<file path="src/rtl/seg_pkg.sv">
// seg_pkg: font table, blanked-segment code and port-width helper shared by seg_scan_mux.
package seg_pkg;

  localparam logic [7:0] SEG_OFF = 8'hFF;

  // a..g, active-low; entry 0 sits in the least significant slice
  localparam logic [15:0][6:0] SEG_FONT = {
    7'b0111000, 7'b0110000, 7'b1000010, 7'b0110001,  // F E D C
    7'b1100000, 7'b0001000, 7'b0000100, 7'b0000000,  // B A 9 8
    7'b0001111, 7'b0100000, 7'b0100100, 7'b1001100,  // 7 6 5 4
    7'b0000110, 7'b0010010, 7'b1001111, 7'b0000001   // 3 2 1 0
  };

  function automatic int unsigned cw(input int unsigned n);
    return (n <= 1) ? 1 : $clog2(n);
  endfunction

endpackage

</file>
<file path="src/rtl/seg_hex_font.sv">
// seg_hex_font: combinational hex nibble to active-low a..g segment decoder.
module seg_hex_font
  import seg_pkg::*;
(
  input  logic [3:0] nibble,
  output logic [6:0] seg
);

  always_comb seg = SEG_FONT[nibble];

endmodule

</file>
<file path="src/rtl/seg_scan_mux.sv">
// seg_scan_mux: multiplexed 7-segment scan driver with tear-free shadow frame loading.
// Optional leading-zero blanking is built when SEG_LZB_EN is defined.
module seg_scan_mux
  import seg_pkg::*;
#(
  parameter int DIGITS      = 8,
  parameter int CHANNELS    = 4,
  parameter int REFRESH_DIV = 100000,
  parameter int GUARD       = 16
) (
  input  logic                         clk_in,
  input  logic                         rst,
  input  logic [cw(CHANNELS)-1:0]      ch_sel,
  input  logic [CHANNELS*DIGITS*4-1:0] data_in,
  input  logic [CHANNELS*DIGITS-1:0]   blank_mask,
  input  logic [CHANNELS*DIGITS-1:0]   dp_mask,
  input  logic                         disp_en,
  input  logic                         upd_req,
  output logic                         upd_ack,
  output logic                         frame_tick,
  output logic [DIGITS-1:0]            seg_cs,
  output logic [7:0]                   seg_db
);

  localparam int CW = cw(CHANNELS);
  localparam int PW = cw(REFRESH_DIV);
  localparam int DW = cw(DIGITS);
  localparam logic [PW-1:0] PC_LAST = PW'(REFRESH_DIV - 1);
  localparam logic [DW-1:0] DI_LAST = DW'(DIGITS - 1);

  logic [PW-1:0]          pc_q, pc_d;
  logic [DW-1:0]          di_q, di_d;
  logic [DIGITS-1:0][3:0] nib_q, nib_d;
  logic [DIGITS-1:0]      blank_q, blank_d;
  logic [DIGITS-1:0]      dp_q, dp_d;
  logic                   ack_q, ack_d;
  logic [DIGITS-1:0]      cs_q, cs_d;
  logic [7:0]             db_q, db_d;

  logic       slot_tick, boundary, lzb;
  logic [3:0] cur_nib;
  logic [6:0] font_seg;

  always_comb begin
    slot_tick = (pc_q == PC_LAST);
    boundary  = slot_tick && (di_q == '0);
    pc_d      = slot_tick ? '0 : pc_q + 1'b1;
    di_d      = di_q;
    if (slot_tick) di_d = (di_q == '0) ? DI_LAST : di_q - 1'b1;
  end

  // Shadow only changes on the frame boundary, so a frame never mixes old and new data
  always_comb begin
    nib_d   = nib_q;
    blank_d = blank_q;
    dp_d    = dp_q;
    ack_d   = 1'b0;
    if (boundary && upd_req) begin
      ack_d   = 1'b1;
      nib_d   = '0;
      blank_d = '1;
      dp_d    = '0;
      for (int unsigned c = 0; c < CHANNELS; c++) begin
        if (ch_sel == CW'(c)) begin
          nib_d   = data_in[c*DIGITS*4 +: DIGITS*4];
          blank_d = blank_mask[c*DIGITS +: DIGITS];
          dp_d    = dp_mask[c*DIGITS +: DIGITS];
        end
      end
    end
  end

  always_comb cur_nib = nib_q[di_q];

  seg_hex_font u_font (
    .nibble (cur_nib),
    .seg    (font_seg)
  );

  // LZB clears only a..g: the digit stays enabled so its dp can still light
  always_comb begin
    lzb = 1'b0;
`ifdef SEG_LZB_EN
    if (di_q != '0) begin
      lzb = 1'b1;
      for (int unsigned d = 0; d < DIGITS; d++) begin
        if (d >= 32'(di_q) && nib_q[d] != 4'h0) lzb = 1'b0;
      end
    end
`endif
    cs_d = '1;
    db_d = SEG_OFF;
    if (int'(pc_q) >= GUARD && disp_en && !blank_q[di_q]) begin
      cs_d = ~(DIGITS'(1) << di_q);
      db_d = {(lzb ? 7'h7F : font_seg), ~dp_q[di_q]};
    end
  end

  always_ff @(posedge clk_in) begin
    if (rst) begin
      pc_q    <= '0;
      di_q    <= DI_LAST;
      nib_q   <= '0;
      blank_q <= '1;
      dp_q    <= '0;
      ack_q   <= 1'b0;
      cs_q    <= '1;
      db_q    <= SEG_OFF;
    end else begin
      pc_q    <= pc_d;
      di_q    <= di_d;
      nib_q   <= nib_d;
      blank_q <= blank_d;
      dp_q    <= dp_d;
      ack_q   <= ack_d;
      cs_q    <= cs_d;
      db_q    <= db_d;
    end
  end

  assign upd_ack    = ack_q;
  assign frame_tick = boundary;
  assign seg_cs     = cs_q;
  assign seg_db     = db_q;

endmodule

</file>
<file path="config.mk">
export PLATFORM = sky130hd
export DESIGN_NAME = seg_scan_mux
export DESIGN_NICKNAME = d
export VERILOG_FILES = /design/src/rtl/seg_pkg.sv /design/src/rtl/seg_hex_font.sv /design/src/rtl/seg_scan_mux.sv
export SDC_FILE = /design/constraint.sdc
export NUM_CORES = 1
export LEC_CHECK = 0
export CORE_MARGIN = 3
export CORE_UTILIZATION = 44
export DETAILED_ROUTE_END_ITERATION = 6
export HOLD_SLACK_MARGIN = 0.12
export PLACE_DENSITY = 0.89
export SETUP_SLACK_MARGIN = 0.05
export SYNTH_ARGS = -nofsm -noshare
export SYNTH_HDL_FRONTEND = slang
export SYNTH_HIERARCHICAL = 1
export SYNTH_SLANG_ARGS = --single-unit
</file>
<file path="constraint.sdc">
create_clock -name clk_in -period 3.1 [get_ports clk_in]
set_input_delay 0.62 -clock clk_in [delete_from_list [all_inputs] [get_ports clk_in]]
set_output_delay 0.62 -clock clk_in [all_outputs]
set_load 0.01 [all_outputs]
</file>
==> PnR_summary.wiki, run 1 <==
{| class="wikitable"
! Metric !! Value
|-
| CTS tree || built
|-
| Floorplan die width || approximately 110 um
|-
| Portion of the post-synthesis area used by sequential elements || roughly a third
|-
| Static Leak || between 2 and 3 nW
|-
| Slew Limit Fails || 0
|-
| Boundary Pins || ~220
|-
| DRC violations left || 0
|-
| Total routing resource utilization after global routing || a little under a quarter
|-
| Post-CTS repair timing setup buffer count || 0
|-
| Slowest cell on the critical path || sky130_fd_sc_hd__or4_4
|-
| Cts hold-fix bufs || 0
|-
| Insertion delay to the later sink of the worst-skew pair || between 0.3 and 0.4 ns
|-
| Ys flop type || sky130_fd_sc_hd__dfxtp_1
|-
| Critical setup path kind || reg -> out
|-
| Clock-pin slew on the worst setup and hold paths || approximately 0.060 ns
|-
| Maximum number of pins on one net before global-route repair || 64
|-
| Highest Clock Rate || around 0.34 GHz
|-
| Max_slew headroom || 56.5%
|-
| Number of optimization iterations in the first detailed-route pass || 5
|-
| Antenna diode instance count || 0
|-
| Fraction of registers with async set/reset || 0%
|-
| Die Span Y || 115 um
|-
| GRT overflow || 0
|-
| # nets final || 916
|-
| Number of flops mapped to enable cells by yosys || 0
|-
| Number of library cell types mapped by synthesis || 46
|-
| Largest incremental delay on the critical path || between 0.5 and 0.6 ns
|-
| FILL cells || between 800 and 900
|-
| Number of storage elements in the synthesis netlist || between 80 and 90
|-
| DR WL met2 || about 8200 um
|-
| CTS root buf || sky130_fd_sc_hd__clkbuf_16
|-
| Placeable core region || around 0.011 mm2
|-
| Uppermost signal routing layer after detailed routing || met4
|-
| Setup Viol. Count Final || 0
|-
| Overall power of the completed layout || ~0.0026 W
|-
| Max Cap Viol || 0
|-
| Area of the multi-input gates || roughly 0.0032 mm2
|-
| Type of origin of the critical path || flop
|-
| Synthesized area per cell || 10.1 um2
|-
| Met3 WL || between 900 and 1000 um
|-
| Synthesis-to-layout area growth || 49.0%
|-
| Cell area power density || approximately 330 mW/mm2
|-
| Final Hold Fails || 0
|-
| Final worst-path cycle share || between 90% and 100%
|-
| Final Critical Period || a little under 3 ns
|-
| Count of buffers inserted at the top-level ports || around 220
|-
| Cell seen most often among critical-path stages || sky130_fd_sc_hd__or4_4
|-
| Half-perimeter wire length of the detailed placement result || roughly 12000 um
|-
| Antenna violations before repair || 0
|-
| H-tree levels || 3
|-
| CP Data Arrival Time || roughly 2.3 ns
|-
| Ratio of cells with drive above 1 in the final layout || 15.4%
|-
| Via count of the first global-routing pass || between 5000 and 6000
|-
| First-pass GRT wire length || between 20000 and 25000 um
|-
| TNS Setup || 0 ns
|-
| Maximum resistive drop on vdd || between 0.0003 and 0.0004 V
|-
| CP required || between 2 and 2.5 ns
|-
| Standard-cell row count || 39
|-
| Post-place instance area || 0.00744 mm2
|-
| Number of buffer and inverter stages on the critical path || 1
|-
| Yosys warning total || 6
|-
| Seq. cell area || approximately 0.0017 mm2
|-
| Setup repair after global routing missed its margin || false
|-
| Finished Cell Area || 0.00775 mm2
|-
| CP delay by family, top || simple AND/OR/NAND/NOR gates
|-
| Vias per cell || approximately 6.0
|-
| Syn Nets || around 730
|-
| Final weighted congestion of routability-driven global placement || roughly 0.84
|-
| DRT iter0 DRCs || 280
|-
| Number of nets still failing antenna checks after routing || 0
|-
| Worst-margin pin slew || 0.651 ns
|-
| DRT met1 WL || about 6000 um
|-
| Initial cell density of the core || 45.4%
|-
| TritonCTS Sinks || 85
|-
| Synth Cell Area || about 0.0052 mm2
|-
| Worst-path cell chain || or4_4 -> or4_4 -> nor3_1 -> dlygate4sd2_1
|-
| Largest clock skew in the final design || around 0.0087 ns
|-
| Hold/Removal Path Class || reg -> reg
|-
| Via count of the routed design || ~5100
|-
| CP Capture Type || output pin
|-
| Number of buffers on the longest clock path || 2
|-
| Routed length per placed instance || between 15 and 20 um
|-
| Clock buffers created by TritonCTS || 9
|-
| Die area || around 0.013 mm2
|-
| Synthesized instance count || 517
|-
| Status || complete, no violations
|-
| Highest fanout seen on the critical path || 2
|-
| Drt total wl || approximately 16000 um
|}
[worst register-to-register path: cells and delay by family, from the launching register on]
family                     cells  cell delay (ns)
and+or+nand+nor                2             0.59
adders and majority gates      1             0.22
DFF                            1             0.57
AOI/OAI and AO/OA              2             0.25
muxes                          2             0.94
[power by group]
part           total (W)  internal, W  switching [W]
clock network    0.00107     0.000647       0.000420
logic           0.000429     0.000320       0.000109
registers        0.00110      0.00110     0.00000358
[layout by cell type (no fill, tap or decap), types with 2 or more instances in the layout]
| cell type | synthesis | final |
|---|---|---|
| sky130_fd_sc_hd__ha_1 | 14 | 14 |
| sky130_fd_sc_hd__a211oi_1 | 9 | 9 |
| sky130_fd_sc_hd__a21o_1 | 3 | 3 |
| sky130_fd_sc_hd__a31oi_1 | 2 | 2 |
| sky130_fd_sc_hd__nor3b_1 | 2 | 2 |
| sky130_fd_sc_hd__o22ai_1 | 2 | 2 |
| sky130_fd_sc_hd__dfxtp_1 | 85 | 85 |
| sky130_fd_sc_hd__or2_2 | 9 | 9 |
| sky130_fd_sc_hd__and3_1 | 2 | 2 |
| sky130_fd_sc_hd__nand2b_1 | 2 | 2 |
| sky130_fd_sc_hd__nand4_1 | 46 | 46 |
| sky130_fd_sc_hd__mux2_2 | 5 | 5 |
| sky130_fd_sc_hd__xor2_1 | 2 | 2 |
| sky130_fd_sc_hd__clkinv_4 | 0 | 2 |
| sky130_fd_sc_hd__nor4_1 | 16 | 16 |
| sky130_fd_sc_hd__o21ai_1 | 5 | 5 |
| sky130_fd_sc_hd__clkbuf_16 | 0 | 9 |
| sky130_fd_sc_hd__buf_4 | 0 | 16 |
| sky130_fd_sc_hd__inv_1 | 12 | 12 |
| sky130_fd_sc_hd__nand3_1 | 14 | 14 |
| sky130_fd_sc_hd__mux4_2 | 54 | 54 |
| sky130_fd_sc_hd__a21oi_1 | 42 | 42 |
| sky130_fd_sc_hd__clkdlybuf4s50_1 | 0 | 211 |
| sky130_fd_sc_hd__or4_4 | 0 | 2 |
| sky130_fd_sc_hd__xnor2_1 | 13 | 13 |
| sky130_fd_sc_hd__buf_12 | 0 | 2 |
| sky130_fd_sc_hd__mux4_1 | 5 | 5 |
| sky130_fd_sc_hd__nor3_1 | 7 | 7 |
| sky130_fd_sc_hd__buf_2 | 8 | 3 |
| sky130_fd_sc_hd__nand2_1 | 14 | 14 |
| sky130_fd_sc_hd__nor2_1 | 31 | 31 |
| sky130_fd_sc_hd__or3b_1 | 2 | 2 |
| sky130_fd_sc_hd__o21ai_0 | 43 | 43 |
| sky130_fd_sc_hd__o21bai_1 | 2 | 2 |
[flip-flops by register name (all words and copies together) (netlist names)]
name     flops
pc_q        17
seg_db       8
nib_q       32
dp_q         8
upd_ack      1
blank_q      8
di_q         3
seg_cs       8
[final timing paths]
check	start	endpoint	slack, ns	depth (start not counted)
worst min register to register	pc_q[0]	pc_q[0]	0.47	1
worst min-delay path	pc_q[0]	pc_q[0]	0.47	1
worst max register to register	di_q[0]	seg_db[4]	0.42	7
worst max-delay path	pc_q[14]	frame_tick	0.19	4
[area by class of cell]
class,count,share of cell area [%]
repair buffers,233,29.6
flip-flops and latches,85,22.0
clock buffers,11,3.13
inverters,12,0.581
clock inverters,5,0.775
multi-input cells,363,41.6
well taps,143,2.31
[layer usage]
metal,GRT usage [%],vias up
met5,0,-
met4,7.59,0
met3,4.28,42
met2,41.6,221
met1,29.4,2461
li1,-,2355
[timing repair]
item / CTS / global route
hold endpoints to repair: 0 / 0
resized for setup: 1 / 2
setup endpoints to repair: 1 / 1
[kinds of logic after synthesis]
family / after synthesis / synth area share (%)
AOI/OAI and AO/OA: 113 / 11.9
xor gates and xnor gates: 15 / 2.53
adders and majority gates: 14 / 3.37
buffers and inverters: 69 / 5.61
DFF: 85 / 32.7
muxes: 65 / 27.2
and+or+nand+nor: 156 / 16.7
[synth_stat cells, types with 2 or more instances]
master | number | area, um2
sky130_fd_sc_hd__dfxtp_1 | 85 | 1700
sky130_fd_sc_hd__mux4_2 | 54 | 1220
sky130_fd_sc_hd__nand4_1 | 46 | 288
sky130_fd_sc_hd__o21ai_0 | 43 | 215
sky130_fd_sc_hd__a21oi_1 | 42 | 210
sky130_fd_sc_hd__clkbuf_1 | 39 | 146
sky130_fd_sc_hd__nor2_1 | 31 | 116
sky130_fd_sc_hd__nor4_1 | 16 | 100
sky130_fd_sc_hd__ha_1 | 14 | 175
sky130_fd_sc_hd__nand2_1 | 14 | 52.6
sky130_fd_sc_hd__nand3_1 | 14 | 70.1
sky130_fd_sc_hd__xnor2_1 | 13 | 114
sky130_fd_sc_hd__inv_1 | 12 | 45.0
sky130_fd_sc_hd__a211oi_1 | 9 | 67.6
sky130_fd_sc_hd__or2_2 | 9 | 56.3
sky130_fd_sc_hd__buf_2 | 8 | 40.0
sky130_fd_sc_hd__buf_1 | 7 | 26.3
sky130_fd_sc_hd__nor3_1 | 7 | 35.0
sky130_fd_sc_hd__mux2_2 | 5 | 56.3
sky130_fd_sc_hd__mux4_1 | 5 | 131
sky130_fd_sc_hd__o21ai_1 | 5 | 25.0
sky130_fd_sc_hd__a21o_1 | 3 | 22.5
sky130_fd_sc_hd__buf_6 | 3 | 33.8
sky130_fd_sc_hd__or4_1 | 3 | 22.5
sky130_fd_sc_hd__a31oi_1 | 2 | 12.5
sky130_fd_sc_hd__and3_1 | 2 | 12.5
sky130_fd_sc_hd__nand2b_1 | 2 | 12.5
sky130_fd_sc_hd__nor3b_1 | 2 | 15.0
sky130_fd_sc_hd__o21bai_1 | 2 | 15.0
sky130_fd_sc_hd__o22ai_1 | 2 | 12.5
sky130_fd_sc_hd__or3b_1 | 2 | 17.5
sky130_fd_sc_hd__xor2_1 | 2 | 17.5
[metrics by stage]
stage          utilization, %  hold WS (ns)  worst slack (ns)  cells
6_report                 67.6         0.468             0.187    852
5_1_grt                  67.6         0.493            0.0983    852
4_1_cts                  67.5         0.474            0.0714    852
3_5_place_dp             64.9         0.463             0.153    836
3_3_place_gp             64.9         0.444             0.242    836
2_1_floorplan               -         0.430             0.320    517
Power figures use the tool's default switching activity.
==> run 2, diff against run 1 <==
CORE_ASPECT_RATIO = 2   (was unset)
HOLD_SLACK_MARGIN = 0.08   (was 0.12)
==> PnR_summary.wiki, run 2 (synthesis gave the netlist of run 1 again) <==
{| class="wikitable"
! Metric !! Value
|-
| Status || complete, no violations
|-
| Clock buffers created by TritonCTS || 9
|-
| Initial cell density of the core || a little under half
|-
| Leading cell type in the layout, fill and taps excluded || sky130_fd_sc_hd__clkdlybuf4s50_1
|-
| First-pass GRT wire length || roughly 25000 um
|-
| Ratio of cells with drive above 1 in the final layout || about 15%
|-
| CP Data Arrival Time || 2.34 ns
|-
| FILL cells || between 900 and 1000
|-
| H-tree levels || 3
|-
| Highest fanout seen on the critical path || 2
|-
| Cts hold-fix bufs || 0
|-
| Type of origin of the critical path || flop
|-
| Cell area power density || between 300 and 400 mW/mm2
|-
| Worst hold path startpoint || pc_q[0]
|-
| Post-placement cell count || 837
|-
| Largest clock skew in the final design || between 0.004 and 0.005 ns
|-
| Max Cap Viol || 0
|-
| Maximum resistive drop on vdd || ~0.00034 V
|-
| Floorplan die width || 82.9 um
|-
| Standard-cell row count || 55
|-
| CTS root buf || sky130_fd_sc_hd__clkbuf_16
|-
| Final worst-path cycle share || 95.6%
|-
| Commonest cells after routing, fill and taps aside || 211 x sky130_fd_sc_hd__clkdlybuf4s50_1, 85 x sky130_fd_sc_hd__dfxtp_1, 54 x sky130_fd_sc_hd__mux4_2
|-
| Final Critical Period || about 3.0 ns
|-
| Flip-flop count of the largest register, all copies and words added || 32
|-
| Insertion delay to the later sink of the worst-skew pair || approximately 0.33 ns
|-
| Hold/Removal Path Class || reg -> reg
|-
| Max_slew headroom || about three fifths
|-
| Non-filler cells in the finished layout || 853
|-
| Setup repair after global routing missed its margin || false
|-
| Synthesis-to-layout area growth || 48.5%
|-
| Die Span Y || between 150 and 200 um
|-
| Static Leak || around 2.7 nW
|-
| GRT overflow || 0
|-
| Count of buffers inserted at the top-level ports || ~220
|-
| Final Hold Fails || 0
|-
| DRC violations left || 0
|-
| Vias per cell || between 5 and 6
|-
| Seq. cell area || roughly 0.0017 mm2
|-
| Highest Clock Rate || 0.338 GHz
|-
| Worst flop-to-flop path startpoint || di_q[0]
|-
| Via count of the routed design || about 5000
|-
| Clock-pin slew on the worst setup and hold paths || about 0.060 ns
|-
| Half-perimeter wire length of the detailed placement result || 12600 um
|-
| CTS tree || built
|-
| Area of the multi-input gates || between 0.003 and 0.004 mm2
|-
| Placeable core region || ~0.011 mm2
|-
| Maximum number of pins on one net before global-route repair || 64
|-
| DRT iter0 DRCs || around 290
|-
| Critical setup path kind || reg -> out
|-
| Biggest registers after layout || nib_q: 32 flops, pc_q: 17 flops
|-
| Routed length per placed instance || approximately 18 um
|-
| # nets final || approximately 920
|-
| CP Capture Type || output pin
|-
| Slew Limit Fails || 0
|-
| Top register by number of flip-flops || nib_q
|-
| Final weighted congestion of routability-driven global placement || 0.858
|-
| Antenna diode instance count || 0
|-
| Number of buffers on the longest clock path || 2
|-
| Antenna violations before repair || 0
|-
| Worst-margin pin slew || around 0.62 ns
|-
| Total routing resource utilization after global routing || 23.3%
|-
| Setup Viol. Count Final || 0
|-
| CP required || 2.48 ns
|-
| Boundary Pins || roughly 220
|-
| Final Core Density || about two thirds
|-
| First element of the critical path || pc_q[14]
|-
| TNS Setup || 0 ns
|-
| Number of nets still failing antenna checks after routing || 0
|-
| TritonCTS Sinks || between 80 and 90
|-
| Die area || roughly 0.013 mm2
|-
| Drt total wl || between 15000 and 20000 um
|-
| Via count of the first global-routing pass || around 5300
|-
| Number of optimization iterations in the first detailed-route pass || 5
|}
==> run 2: cell types whose count changed in the layout (fill, tap and decap cells not counted), sizes merged <==
| cell | before | now |
|---|---|---|
| buf | 21 | 23 |
| clkinv | 3 | 4 |
| clkinvlp | 1 | 0 |
==> run 2: worst paths after layout <==
check	endpoint	slack [ns]	cells past startpoint
setup / recovery	frame_tick	0.14	4
hold / removal	pc_q[0]	0.47	1
setup reg to reg	seg_db[4]	0.55	8
hold reg to reg	pc_q[0]	0.47	1
==> run 2: cell type report <==
| class | count | area share, % |
|---|---|---|
| Multi-Input combinational cell | 363 | 41.7 |
| Timing Repair Buffer | 235 | 29.6 |
| Sequential cell | 85 | 22.0 |
| Clock buffer | 11 | 3.14 |
| Tap cell | 142 | 2.30 |
| Clock inverter | 5 | 0.648 |
| Inverter | 12 | 0.583 |
==> run 2: per-layer routing <==
layer / vias to the layer above / track usage [%] / part of all wire, %
li1: 2375 / - / -
met1: 2393 / 24.0 / 35
met2: 198 / 45.9 / 58
met3: 33 / 3.56 / 4.1
met4: 0 / 8.41 / 2.7
met5: - / 0 / 0
==> run 2: repair_timing <==
action	in CTS	in global routing
gates resized for setup	1	0
setup endpoints to repair	1	0
buffers inserted	0	0
endpoints found under the hold margin	0	0
==> run 2: critical path, cell delays in order, from the launching register on <==
cell and delay (ns):
sky130_fd_sc_hd__dfxtp_1 0.31, sky130_fd_sc_hd__or4_1 0.59, sky130_fd_sc_hd__or4_1 0.60, sky130_fd_sc_hd__nor3_1 0.21, sky130_fd_sc_hd__dlygate4sd2_1 0.29
==> run 2: where the power goes <==
part           internal [W]  switching, W
Sequential          0.00110    0.00000358
Clock              0.000640      0.000408
Combinational      0.000319      0.000116
==> run 2: stage by stage <==
| step | hold WS, ns | area, um2 | setup WS, ns | total power, W |
|---|---|---|---|---|
| after floorplan | 0.430 | 5200 | 0.320 | 0.00128 |
| after CTS | 0.475 | 7720 | 0.133 | 0.00260 |
| after global placement | 0.444 | 7430 | 0.234 | 0.00155 |
| final | 0.472 | 7720 | 0.138 | 0.00258 |
| after detailed placement | 0.462 | 7430 | 0.212 | 0.00156 |
| after global routing | 0.486 | 7720 | 0.113 | 0.00266 |
==> run 3, diff against run 2 <==
CORE_UTILIZATION = 39   (was 44)
PLACE_DENSITY = 0.84   (was 0.89)
clock period = 2.54 ns   (was 3.1 ns; I/O delays follow)
==> PnR_summary.wiki, run 3 (synthesis gave the netlist of run 1 again) <==
{| class="wikitable"
! Metric !! Value
|-
| Worst-margin pin slew || 0.653 ns
|-
| Hold/Removal Path Class || reg -> reg
|-
| Largest clock skew in the final design || 0.00480 ns
|-
| Static Leak || 2.78 nW
|-
| Standard-cell row count || a little under 60
|-
| Die Span Y || 169 um
|-
| FILL cells || around 1100
|-
| Max Cap Viol || 0
|-
| H-tree levels || 3
|-
| Number of buffers on the longest clock path || 2
|-
| Insertion delay to the later sink of the worst-skew pair || between 0.3 and 0.4 ns
|-
| Post-placement cell count || ~860
|-
| Floorplan die width || roughly 88 um
|-
| Top register by number of flip-flops || nib_q
|-
| CP Capture Type || output pin
|-
| Initial cell density of the core || about two fifths
|-
| Final Core Density || between 60 and 70%
|-
| Clock buffers created by TritonCTS || 9
|-
| Area of the multi-input gates || around 0.0032 mm2
|-
| Maximum number of pins on one net before global-route repair || between 60 and 70
|-
| CP Data Arrival Time || around 2 ns
|-
| Synthesis-to-layout area growth || 52.9%
|-
| CP required || 2.03 ns
|-
| Placeable core region || between 0.01 and 0.015 mm2
|-
| Max_slew headroom || between 50% and 60%
|-
| R2R cell count || 7
|-
| Die area || approximately 0.015 mm2
|-
| Slowest cell on the critical path || sky130_fd_sc_hd__or4_4
|-
| Critical path capture point || frame_tick
|-
| GRT overflow || 0
|-
| DRT iter0 DRCs || 290
|-
| CTS root buf || sky130_fd_sc_hd__clkbuf_16
|-
| Setup Viol. Count Final || 0
|-
| Count of buffers inserted at the top-level ports || around 220
|-
| Commonest cells after routing, fill and taps aside || 211 x sky130_fd_sc_hd__clkdlybuf4s50_1, 84 x sky130_fd_sc_hd__dfxtp_1, 54 x sky130_fd_sc_hd__mux4_2
|-
| Final Hold Fails || 0
|-
| Largest incremental delay on the critical path || 0.53 ns
|-
| Seq. cell area || roughly 0.0017 mm2
|-
| Worst-case register-to-register setup slack || ~0.14 ns
|-
| Cts hold-fix bufs || 0
|-
| Clock-pin slew on the worst setup and hold paths || around 0.060 ns
|-
| Via count of the first global-routing pass || between 5000 and 6000
|-
| Status || complete, no violations
|-
| Worst Slack Setup Final || roughly 0.058 ns
|-
| Worst R2R End || seg_db[4]
|-
| Slew Limit Fails || 0
|-
| Highest Clock Rate || approximately 0.40 GHz
|-
| First element of the critical path || pc_q[14]
|-
| Boundary Pins || approximately 220
|-
| Flip-flop count of the largest register, all copies and words added || 32
|-
| Final Critical Period || roughly 2.5 ns
|-
| Number of optimization iterations in the first detailed-route pass || 5
|-
| Biggest registers after layout || nib_q: 32 flops, pc_q: 17 flops
|-
| Type of origin of the critical path || flop
|-
| Number of nets still failing antenna checks after routing || 0
|-
| Drt total wl || approximately 17000 um
|-
| Post-place instance area || ~0.0076 mm2
|-
| First-pass GRT wire length || around 27000 um
|-
| Antenna violations before repair || 0
|-
| Non-filler cells in the finished layout || between 800 and 900
|-
| Vias per cell || 5.79
|-
| TritonCTS Sinks || between 80 and 90
|-
| Worst-path cell chain || or4_4 -> or4_4 -> nor3_2 -> buf_2
|-
| Highest fanout seen on the critical path || 2
|-
| Antenna diode instance count || 0
|-
| Maximum resistive drop on vdd || roughly 0.00034 V
|-
| Critical setup path kind || reg -> out
|-
| Ratio of cells with drive above 1 in the final layout || 18.8%
|-
| Place WS || -0.133 ns
|-
| Post-CTS repair timing setup buffer count || 0
|-
| Final weighted congestion of routability-driven global placement || between 0.8 and 0.9
|-
| Via count of the routed design || between 5000 and 6000
|-
| Routed length per placed instance || ~19 um
|-
| Cell area power density || roughly 420 mW/mm2
|-
| Half-perimeter wire length of the detailed placement result || between 10000 and 15000 um
|-
| Leading cell type in the layout, fill and taps excluded || sky130_fd_sc_hd__clkdlybuf4s50_1
|-
| Finished Cell Area || about 0.0080 mm2
|-
| Worst hold-check slack || between 0.4 and 0.5 ns
|-
| # nets final || between 900 and 1000
|-
| DRC violations left || 0
|-
| Total routing resource utilization after global routing || roughly 23%
|-
| Final worst-path cycle share || between 90% and 100%
|-
| CTS tree || built
|-
| Cell seen most often among critical-path stages || sky130_fd_sc_hd__or4_4
|-
| Setup repair after global routing missed its margin || true
|-
| Worst flop-to-flop path startpoint || di_q[0]
|}
run 3: cell types whose count changed in the layout (fill, tap and decap cells not counted), moves of 2 or more:
cell / delta
sky130_fd_sc_hd__clkbuf_8: +3
sky130_fd_sc_hd__buf_4: +16
sky130_fd_sc_hd__or4_1: -2
sky130_fd_sc_hd__inv_2: +2
sky130_fd_sc_hd__inv_1: -2
sky130_fd_sc_hd__or4_4: +2
sky130_fd_sc_hd__clkinv_2: -3
run 3: area by class of cell:
type | count | area share (%)
sequential | 85 | 21.4
inverter | 12 | 0.567
clock inverter | 3 | 0.818
clock buffer | 13 | 3.53
multi-input combinational | 363 | 40.8
timing repair buffer | 252 | 30.5
tap | 152 | 2.39
run 3: what timing repair did:
item	4_1_cts	5_1_grt
gates resized for setup	6	5
pin swaps	2	0
setup endpoints to repair	1	14
run 3: per-layer routing:
layer / wire (um) / vias up / GRT usage [%]
li1: - / 2405 / -
met1: 5710 / 2449 / 24.5
met3: 821 / 31 / 2.58
met4: 429 / 0 / 9.29
met2: 9800 / 213 / 44.6
met5: 0 / - / 0
run 3: worst min-delay path by stage:
stage	slack [ns]	cells after the start	end	startpoint
floorplan	0.43	1	pc_q[0]	pc_q[0]
global placement	0.44	1	pc_q[0]	pc_q[0]
detailed placement	0.45	1	pc_q[0]	pc_q[0]
CTS	0.46	1	pc_q[0]	pc_q[0]
global route	0.48	1	pc_q[0]	pc_q[0]
finish	0.46	1	pc_q[0]	pc_q[0]
run 3: critical path, delay by kind of cell (launching register included):
kind                   cells  cell delay, ns
buffers and inverters      1            0.16
flip-flops                 1            0.32
AND/OR/NAND/NOR            3            1.16
run 3: metrics by stage:
stage | TNS [ns] | power [W]
floorplan | 0 | 0.00156
global placement | -0.0605 | 0.00190
CTS | 0 | 0.00337
detailed placement | -0.133 | 0.00191
finish | 0 | 0.00335
global route | 0 | 0.00345
run 3: where the power goes:
part / internal, W / switching [W] / leakage, nW
combinational: 0.000394 / 0.000142 / 1.93
sequential: 0.00134 / 0.00000332 / 0.686
clock: 0.000966 / 0.000510 / 0.172
total: 0.00270 / 0.000654 / 2.78
